--- src/rtl/pgm_ddram_arbiter.sv ---
// pgm_ddram_arbiter: owns the shared DDRAM port in the 50 MHz domain.
// Serves CPU, video and audio reads with 4-phase req/ack handshakes and
// hands the port to the loader write path while a download is active.
//
// state | meaning
// IDLE  | pick next reader, or hand the port to the loader
// ISSUE | read granted, waiting for ddram_busy low to issue
// WAIT  | read outstanding, timeout counter running
// DONE  | owner acked, waiting for the owner to drop req
// LOAD  | loader owns the port, write signals passed through
module pgm_ddram_arbiter #(
  parameter int AW         = 29,
  parameter int STARVE_MAX = 4,
  parameter int TIMEOUT    = 1023
) (
  input  logic          clk,
  input  logic          reset_n,
  input  logic          cpu_req,
  input  logic [AW-1:0] cpu_addr,
  output logic          cpu_ack,
  output logic [63:0]   cpu_data,
  input  logic          vid_req,
  input  logic [AW-1:0] vid_addr,
  output logic          vid_ack,
  output logic [63:0]   vid_data,
  input  logic          aud_req,
  input  logic [AW-1:0] aud_addr,
  output logic          aud_ack,
  output logic [63:0]   aud_data,
  input  logic          dl_active,
  input  logic          dl_wr,
  input  logic [AW-1:0] dl_addr,
  input  logic [63:0]   dl_din,
  input  logic [7:0]    dl_be,
  output logic          ddram_rd,
  output logic          ddram_we,
  output logic [AW-1:0] ddram_addr,
  output logic [63:0]   ddram_din,
  output logic [7:0]    ddram_be,
  input  logic [63:0]   ddram_dout,
  input  logic          ddram_busy,
  input  logic          ddram_dout_ready,
  output logic          timeout_err
);

  localparam int TW = $clog2(TIMEOUT + 1);
  localparam int SW = $clog2(STARVE_MAX + 1);

  typedef enum logic [2:0] {S_IDLE, S_ISSUE, S_WAIT, S_DONE, S_LOAD} state_t;
  typedef enum logic [1:0] {OWN_CPU = 2'd0, OWN_VID = 2'd1, OWN_AUD = 2'd2} owner_t;

  state_t        state;
  owner_t        owner;
  owner_t        gnt_owner;
  logic [AW-1:0] rd_addr;
  logic [AW-1:0] gnt_addr;
  logic [TW-1:0] tmr;
  logic [SW-1:0] starve_cnt;
  logic          cpu_pend, vid_pend, aud_pend;
  logic          gnt_valid;
  logic          owner_req;
  logic          wait_end;
  logic [63:0]   ret_data;

  // A requester still holding ack has not yet completed its 4-phase cycle.
  assign cpu_pend = cpu_req & ~cpu_ack;
  assign vid_pend = vid_req & ~vid_ack;
  assign aud_pend = aud_req & ~aud_ack;

  // A read ends on returned data or on timeout; timeout returns all-ones.
  assign wait_end = ddram_dout_ready | (tmr == TW'(1));
  assign ret_data = ddram_dout_ready ? ddram_dout : '1;

  // Loader passthrough while in LOAD; read path keeps write controls idle.
  assign ddram_we   = (state == S_LOAD) & dl_wr;
  assign ddram_addr = (state == S_LOAD) ? dl_addr : rd_addr;
  assign ddram_din  = (state == S_LOAD) ? dl_din : '0;
  assign ddram_be   = (state == S_LOAD) ? dl_be : 8'hFF;

  // Grant selection: starving audio goes first, else CPU > video > audio.
  always_comb begin
    gnt_valid = 1'b1;
    gnt_owner = OWN_CPU;
    gnt_addr  = cpu_addr;
    if (aud_pend && starve_cnt == SW'(STARVE_MAX)) begin
      gnt_owner = OWN_AUD;
      gnt_addr  = aud_addr;
    end else if (cpu_pend) begin
      gnt_owner = OWN_CPU;
      gnt_addr  = cpu_addr;
    end else if (vid_pend) begin
      gnt_owner = OWN_VID;
      gnt_addr  = vid_addr;
    end else if (aud_pend) begin
      gnt_owner = OWN_AUD;
      gnt_addr  = aud_addr;
    end else begin
      gnt_valid = 1'b0;
    end
  end

  // Request level of the current owner, used to release its ack.
  always_comb begin
    case (owner)
      OWN_VID: owner_req = vid_req;
      OWN_AUD: owner_req = aud_req;
      default: owner_req = cpu_req;
    endcase
  end

  // Arbiter FSM with registered acks, read data, read strobe and error flag.
  always_ff @(posedge clk or negedge reset_n) begin
    if (!reset_n) begin
      state       <= S_IDLE;
      owner       <= OWN_CPU;
      rd_addr     <= '0;
      tmr         <= '0;
      starve_cnt  <= '0;
      ddram_rd    <= 1'b0;
      cpu_ack     <= 1'b0;
      vid_ack     <= 1'b0;
      aud_ack     <= 1'b0;
      cpu_data    <= '0;
      vid_data    <= '0;
      aud_data    <= '0;
      timeout_err <= 1'b0;
    end else begin
      ddram_rd <= 1'b0;
      if (!aud_pend) starve_cnt <= '0;
      case (state)
        S_IDLE: begin
          if (dl_active) begin
            state <= S_LOAD;
          end else if (gnt_valid) begin
            owner   <= gnt_owner;
            rd_addr <= gnt_addr;
            state   <= S_ISSUE;
            if (aud_pend) begin
              if (gnt_owner == OWN_AUD) starve_cnt <= '0;
              else if (starve_cnt != SW'(STARVE_MAX)) starve_cnt <= starve_cnt + SW'(1);
            end
          end
        end
        S_ISSUE: begin
          if (!ddram_busy) begin
            ddram_rd <= 1'b1;
            tmr      <= TW'(TIMEOUT);
            state    <= S_WAIT;
          end
        end
        S_WAIT: begin
          if (wait_end) begin
            case (owner)
              OWN_VID: begin vid_data <= ret_data; vid_ack <= 1'b1; end
              OWN_AUD: begin aud_data <= ret_data; aud_ack <= 1'b1; end
              default: begin cpu_data <= ret_data; cpu_ack <= 1'b1; end
            endcase
            if (!ddram_dout_ready) timeout_err <= 1'b1;
            state <= S_DONE;
          end else begin
            tmr <= tmr - TW'(1);
          end
        end
        S_DONE: begin
          if (!owner_req) begin
            case (owner)
              OWN_VID: vid_ack <= 1'b0;
              OWN_AUD: aud_ack <= 1'b0;
              default: cpu_ack <= 1'b0;
            endcase
            state <= S_IDLE;
          end
        end
        S_LOAD: begin
          if (!dl_active) state <= S_IDLE;
        end
        default: state <= S_IDLE;
      endcase
    end
  end

endmodule

--- config.mk ---
export PLATFORM = sky130hd
export DESIGN_NAME = pgm_ddram_arbiter
export DESIGN_NICKNAME = d
export VERILOG_FILES = /design/src/rtl/pgm_ddram_arbiter.sv
export SDC_FILE = /design/constraint.sdc
export NUM_CORES = 1
export LEC_CHECK = 0
export ABC_AREA = 1
export BUFFER_PORTS_ARGS = -buffer_cell sky130_fd_sc_hd__buf_2
export CORE_AREA = 3 3 218 220
export DETAILED_ROUTE_END_ITERATION = 7
export DIE_AREA = 0 0 221 223
export PLACE_DENSITY = 0.59
export SLEW_MARGIN = 20
export SYNTH_ARGS = -nofsm -noshare
export SYNTH_HDL_FRONTEND = slang
export SYNTH_SLANG_ARGS = --single-unit
--- constraint.sdc ---
create_clock -name clk -period 3.2 [get_ports clk]
set_input_delay 0.16 -clock clk [delete_from_list [all_inputs] [get_ports clk]]
set_output_delay 0.16 -clock clk [all_outputs]
set_load 0.1 [all_outputs]
# --- After elaboration in Yosys (flattened, before gate mapping) ---
# Cells that the tools add are included.
word_totals:
  output_inout_bits: 299
  reg_bits: 244
  in_bits: 261
op_classes:
  eq_ne: 22
  n_reduce_logical: 15
  addsub: 2
  bitwise: 11
  muxes: 51
op_table:
  columns: ["operator", "n"]
  rows:
  - ["$mux 29", 5]
  - ["$mux 64", 2]
  - ["$mux 3", 13]
  - ["$mux 10", 2]
  - ["$ne 2x2->1 const B", 10]
  - ["$pmux 10 s2", 1]
  - ["$reduce_and 5->1", 4]
  - ["$mux 1", 18]
  - ["$reduce_and 3->1", 6]
  - ["$pmux 3 s5", 1]
  - ["$eq 10x1->1 const B", 1]
  - ["$sub 10x1->10 const B", 1]
  - ["$mux 2", 4]
  - ["$mux 8", 1]
  - ["$pmux 1 s2", 4]
  - ["$eq 3x2->1 const B", 2]
  - ["$eq 3x3->1 const B", 2]
  - ["$ne 3x3->1 const B", 2]
  - ["$not 1->1", 6]
  - ["$and 1x1->1", 4]
  - ["$eq 2x2->1 const B", 2]
  - ["$reduce_bool 2->1", 2]
  - ["$add 3x1->3 const B", 1]
  - ["$eq 3x1->1 const B", 1]
  - ["6 further kinds", 6]

# --- Longest topological paths before layout ---
depth:
  ltp_word: 12
  ltp_mapped: 11

# --- Worst setup path before layout ---
# Ideal clock, no wire load.
synth_timing:
  kind: "reg2out"
  startpoint: "reg state[0]"
  endpoint: "out ddram_din[10]"
  n_path_buf: 2
  setup_slack_ns: 0.783
  arrival_ns: 2.257
  required_ns: 3.040
  path_stages_with_launch: 6
  path_cell_list: "dfrtp_1 > nor2_2 > nand2_1 > clkbuf_1 > buf_2 > nor2_1"
synth_via:
  elab_chain_cells: 2
synth_lines:
  columns: ["element", "line", "rtl"]
  rows:
  - ["start, declared", "52", "state_t state;"]
  - ["start signal, assigned", "114", "state <= S_IDLE;"]
  - ["start signal, assigned", "133", "state <= S_LOAD;"]
  - ["start signal, assigned", "137", "state <= S_ISSUE;"]
  - ["$eq 3x3->1", "77", "assign ddram_din = (state == S_LOAD) ? dl_din : '0;"]
  - ["$mux 64", "77", null]
  - ["end, declared", "38", "output logic [63:0] ddram_din,"]
# No other way between the ends.

# --- Worst setup path after layout ---
layout_timing:
  startpoint: "reg vid_ack"
  endpoint: "reg rd_addr[23]"
layout_via:
  elab_chain_cells: 6
layout_lines:
  columns: ["element", "line", "rtl"]
  rows:
  - ["start, declared", "24", "output logic vid_ack,"]
  - ["start signal, assigned", "121", "vid_ack <= 1'b0;"]
  - ["start signal, assigned", "154", "OWN_VID: begin vid_data <= ret_data; vid_ack <= 1'b1; end"]
  - ["start signal, assigned", "167", "OWN_VID: vid_ack <= 1'b0;"]
  - ["$not 1->1 *", "67", "assign vid_pend = vid_req & ~vid_ack;"]
  - ["$and 1x1->1 *", "67", null]
  - ["$mux 1", "91", "end else if (vid_pend) begin"]
  - ["$mux 1", "88", "end else if (cpu_pend) begin"]
  - ["$mux 1", "85", "if (aud_pend && starve_cnt == SW'(STARVE_MAX)) begin"]
  - ["$reduce_and 3->1 (no source line)", null, null]
  - ["end signal, assigned", "136", "rd_addr <= gnt_addr;"]
  - ["end, declared", "55", "logic [AW-1:0] rd_addr;"]
# Every way passes the cells marked *; elsewhere a longest branch is shown, timed or not.
# A chain may end at the register's enable or synchronous reset.

==> key figures <==
Logic synthesis
  – Dominant cell by count in the synthesized netlist: nand2_1
  – Synth Instances: 1,455
  – Top-area cell type share of the netlist area: 50.3%
  – Ys flop type: dfrtp_1
  – Yosys top cell by area: dfrtp_1
  – Syn_area_per_cell: 8.35 µm²
  – YS warnings: 0
  – Mapped Nets: 1,722
  – Post-Syn Area: 12,100 µm²
  – Post-synthesis register bit count: 244
  – FFs w/ async S/R, synth: 100%
  – Netlist cell types: 28
  – Synth cell count leaders: nand2_1 (449), dfrtp_1 (244), inv_1 (155)
  – Post-synth EDFFs: 0
  – Sequential element share of the synthesized area: 50.3%
  – Synth top area cells: dfrtp_1 (50%), nand2_1 (14%), o21ai_2 (11%)

Layout
  – P&R area growth vs syn: 44.5%
  – Final #Nets: 2,371
  – Fill count: 4,734
  – Share of layout cells above drive strength 1: 38.3%

Floorplanning
  – Row cnt: 78
  – Die area: 49,300 µm²
  – Die width: 221 µm
  – Starting Density: 26.7%
  – Core Area: 45,500 µm²
  – I/O Pins: 560
  – Die H: 223 µm

Routing
  – WL final: 48,200 µm
  – Final antenna-violating net count: 0
  – Via count: 11,900
  – Iter 0 DRT Violations: 599
  – DR WL/cell: 17.7 µm
  – Number of vias per cell: 4.37
  – DRC Markers: 0
  – TritonRoute pass-1 iters: 5

Timing
  – Max-slew violation count: 0
  – Fmax: 0.356 GHz
  – Post-Route Skew: 0.0182 ns
  – Crit share post-route: 87.7%
  – Unrepaired setup endpoints after global routing: false
  – Tmin final: 2.81 ns
  – Max-slew headroom: 41.1%
  – Setup TNS: 0 ns
  – Setup violators final: 0
  – Number of hold violations in the final report: 0
  – Worst Max-Slew Pin Slew: 0.881 ns

Global route
  – Remaining Overflow, GRT: 0
  – Number of global-route vias before repair: 12,200
  – Initial antenna violation count: 15
  – First-pass GRT wire length: 73,500 µm
  – Total track usage: 18.9%
  – Largest net degree at the start of global routing: 90

Clock network
  – Clock Tree Buf Depth: 3
  – # Post-CTS Setup Buffers: 0
  – Sink Count: 244
  – CTS tree: done
  – Clk slew on worst S/H paths: 0.06 ns
  – CTS Buf Count: 28
  – Htree depth: 1
  – Clock Tree Root: clkbuf_16
  – Worst skew pair latency: 0.55 ns

Critical path
  – Arr. time, crit path: 3.24 ns
  – Critical Path End Type: flop
  – CP Launch Type: flop
  – Kind of critical path: reg -> reg
  – Worst-path maximum fanout: 22
  – Critical Path RT: 3.63 ns
  – R2R depth: 9

Worst hold path
  – Hold crit path type: in -> reg
  – Hold Crit Depth: 5

Placed design
  – DPL Wire Length: 36,900 µm
  – Gp weighted congestion: 0.985
  – IO buf count: 559

Flow run
  – Reported max-cap violation count: 0

Run status
  – Status: completed
==> worst paths after layout <==
check / slack [ns] / to / from
setup reg to reg: 0.39 / rd_addr[23] / vid_ack
setup / recovery: 0.39 / rd_addr[23] / vid_ack
hold / removal: 0.02 / rd_addr[0] / cpu_addr[0]
max in group asynchronous: 2.12 / rd_addr[3] / reset_n
hold reg to reg: 0.47 / cpu_data[46] / cpu_data[46]
min in group asynchronous: 0.19 / aud_data[42] / reset_n
==> per-layer routing <==
layer | global-route usage [%] | wire length [µm]
met1 | 20.7 | 18000
met2 | 34.6 | 24900
met3 | 5.00 | 3180
met4 | 7.83 | 2130
met5 | 0 | 36
==> registers in the layout, summed over array words and instances (netlist names) <==
register,count
aud_data,64
ddram_rd,1
cpu_ack,1
starve_cnt,3
timeout_err,1
aud_ack,1
tmr,10
rd_addr,29
cpu_data,64
vid_data,64
owner,2
state,3
vid_ack,1
==> per-stage QoR <==
step | setup WS, ns | hold slack, ns | cells | area [µm²] | utilization, %
global route | 0.211 | 0.0153 | 2727 | 17500 | 38.6
CTS | 0.0802 | 0.00755 | 2723 | 17500 | 38.5
floorplan | 0.783 | -0.136 | 1455 | 12100 | -
detailed placement | 1.09 | 0.221 | 2552 | 15400 | 33.8
global placement | 1.13 | 0.217 | 2552 | 15400 | 33.8
finish | 0.394 | 0.0168 | 2727 | 17500 | 38.6
==> cells in the final DEF, fill, tap and decap left out, types with 8 or more instances in the layout <==
master,Yosys,layout
or2_2,8,8
nand3_1,83,83
buf_2,25,557
o21ai_2,149,148
o21ai_1,39,39
inv_1,155,154
clkbuf_16,0,28
nand2_1,449,448
nor2_2,8,9
dfrtp_1,244,244
nor2_1,147,146
buf_4,3,18
o21ai_0,48,48
dlygate4sd3_1,0,122
==> area by class of cell <==
type,count,area [µm²],share of cell area (%)
antenna,4,10.0,0.0570
clock buffer,39,812,4.63
clock inverter,10,146,0.834
inverter,160,601,3.42
multi-input combinational,965,4820,27.5
sequential,244,6110,34.8
tap,600,751,4.28
timing repair buffer,705,4300,24.5
==> critical path: stages, from the launching register on <==
cell and delay, ns:
dfrtp_1 0.39, inv_1 0.06, nand2_1 0.15, a21oi_4 0.54, buf_4 0.25, o21ai_0 0.07
dlygate4sd3_1 0.56, nand3_1 0.07, nand2_1 0.06, dlygate4sd3_1 0.55
==> cells by family after synthesis <==
| logic type | Yosys count | synth area share (%) |
|---|---|---|
| compound gates | 244 | 14.7 |
| xor+xnor | 4 | 0.289 |
| fa+ha+maj | 6 | 0.618 |
| buf+inv | 246 | 10.4 |
| flops | 244 | 50.3 |
| simple gates | 711 | 23.7 |
==> timing repair <==
item / CTS / global route
setup endpoints to repair: 0 / 1
hold buffers: 122 / 0
gates resized for setup: 0 / 1
hold endpoints to repair: 311 / 0
Power is not shown: default switching activity piles up to over one toggle a cycle in this logic, so the estimate is an artifact.
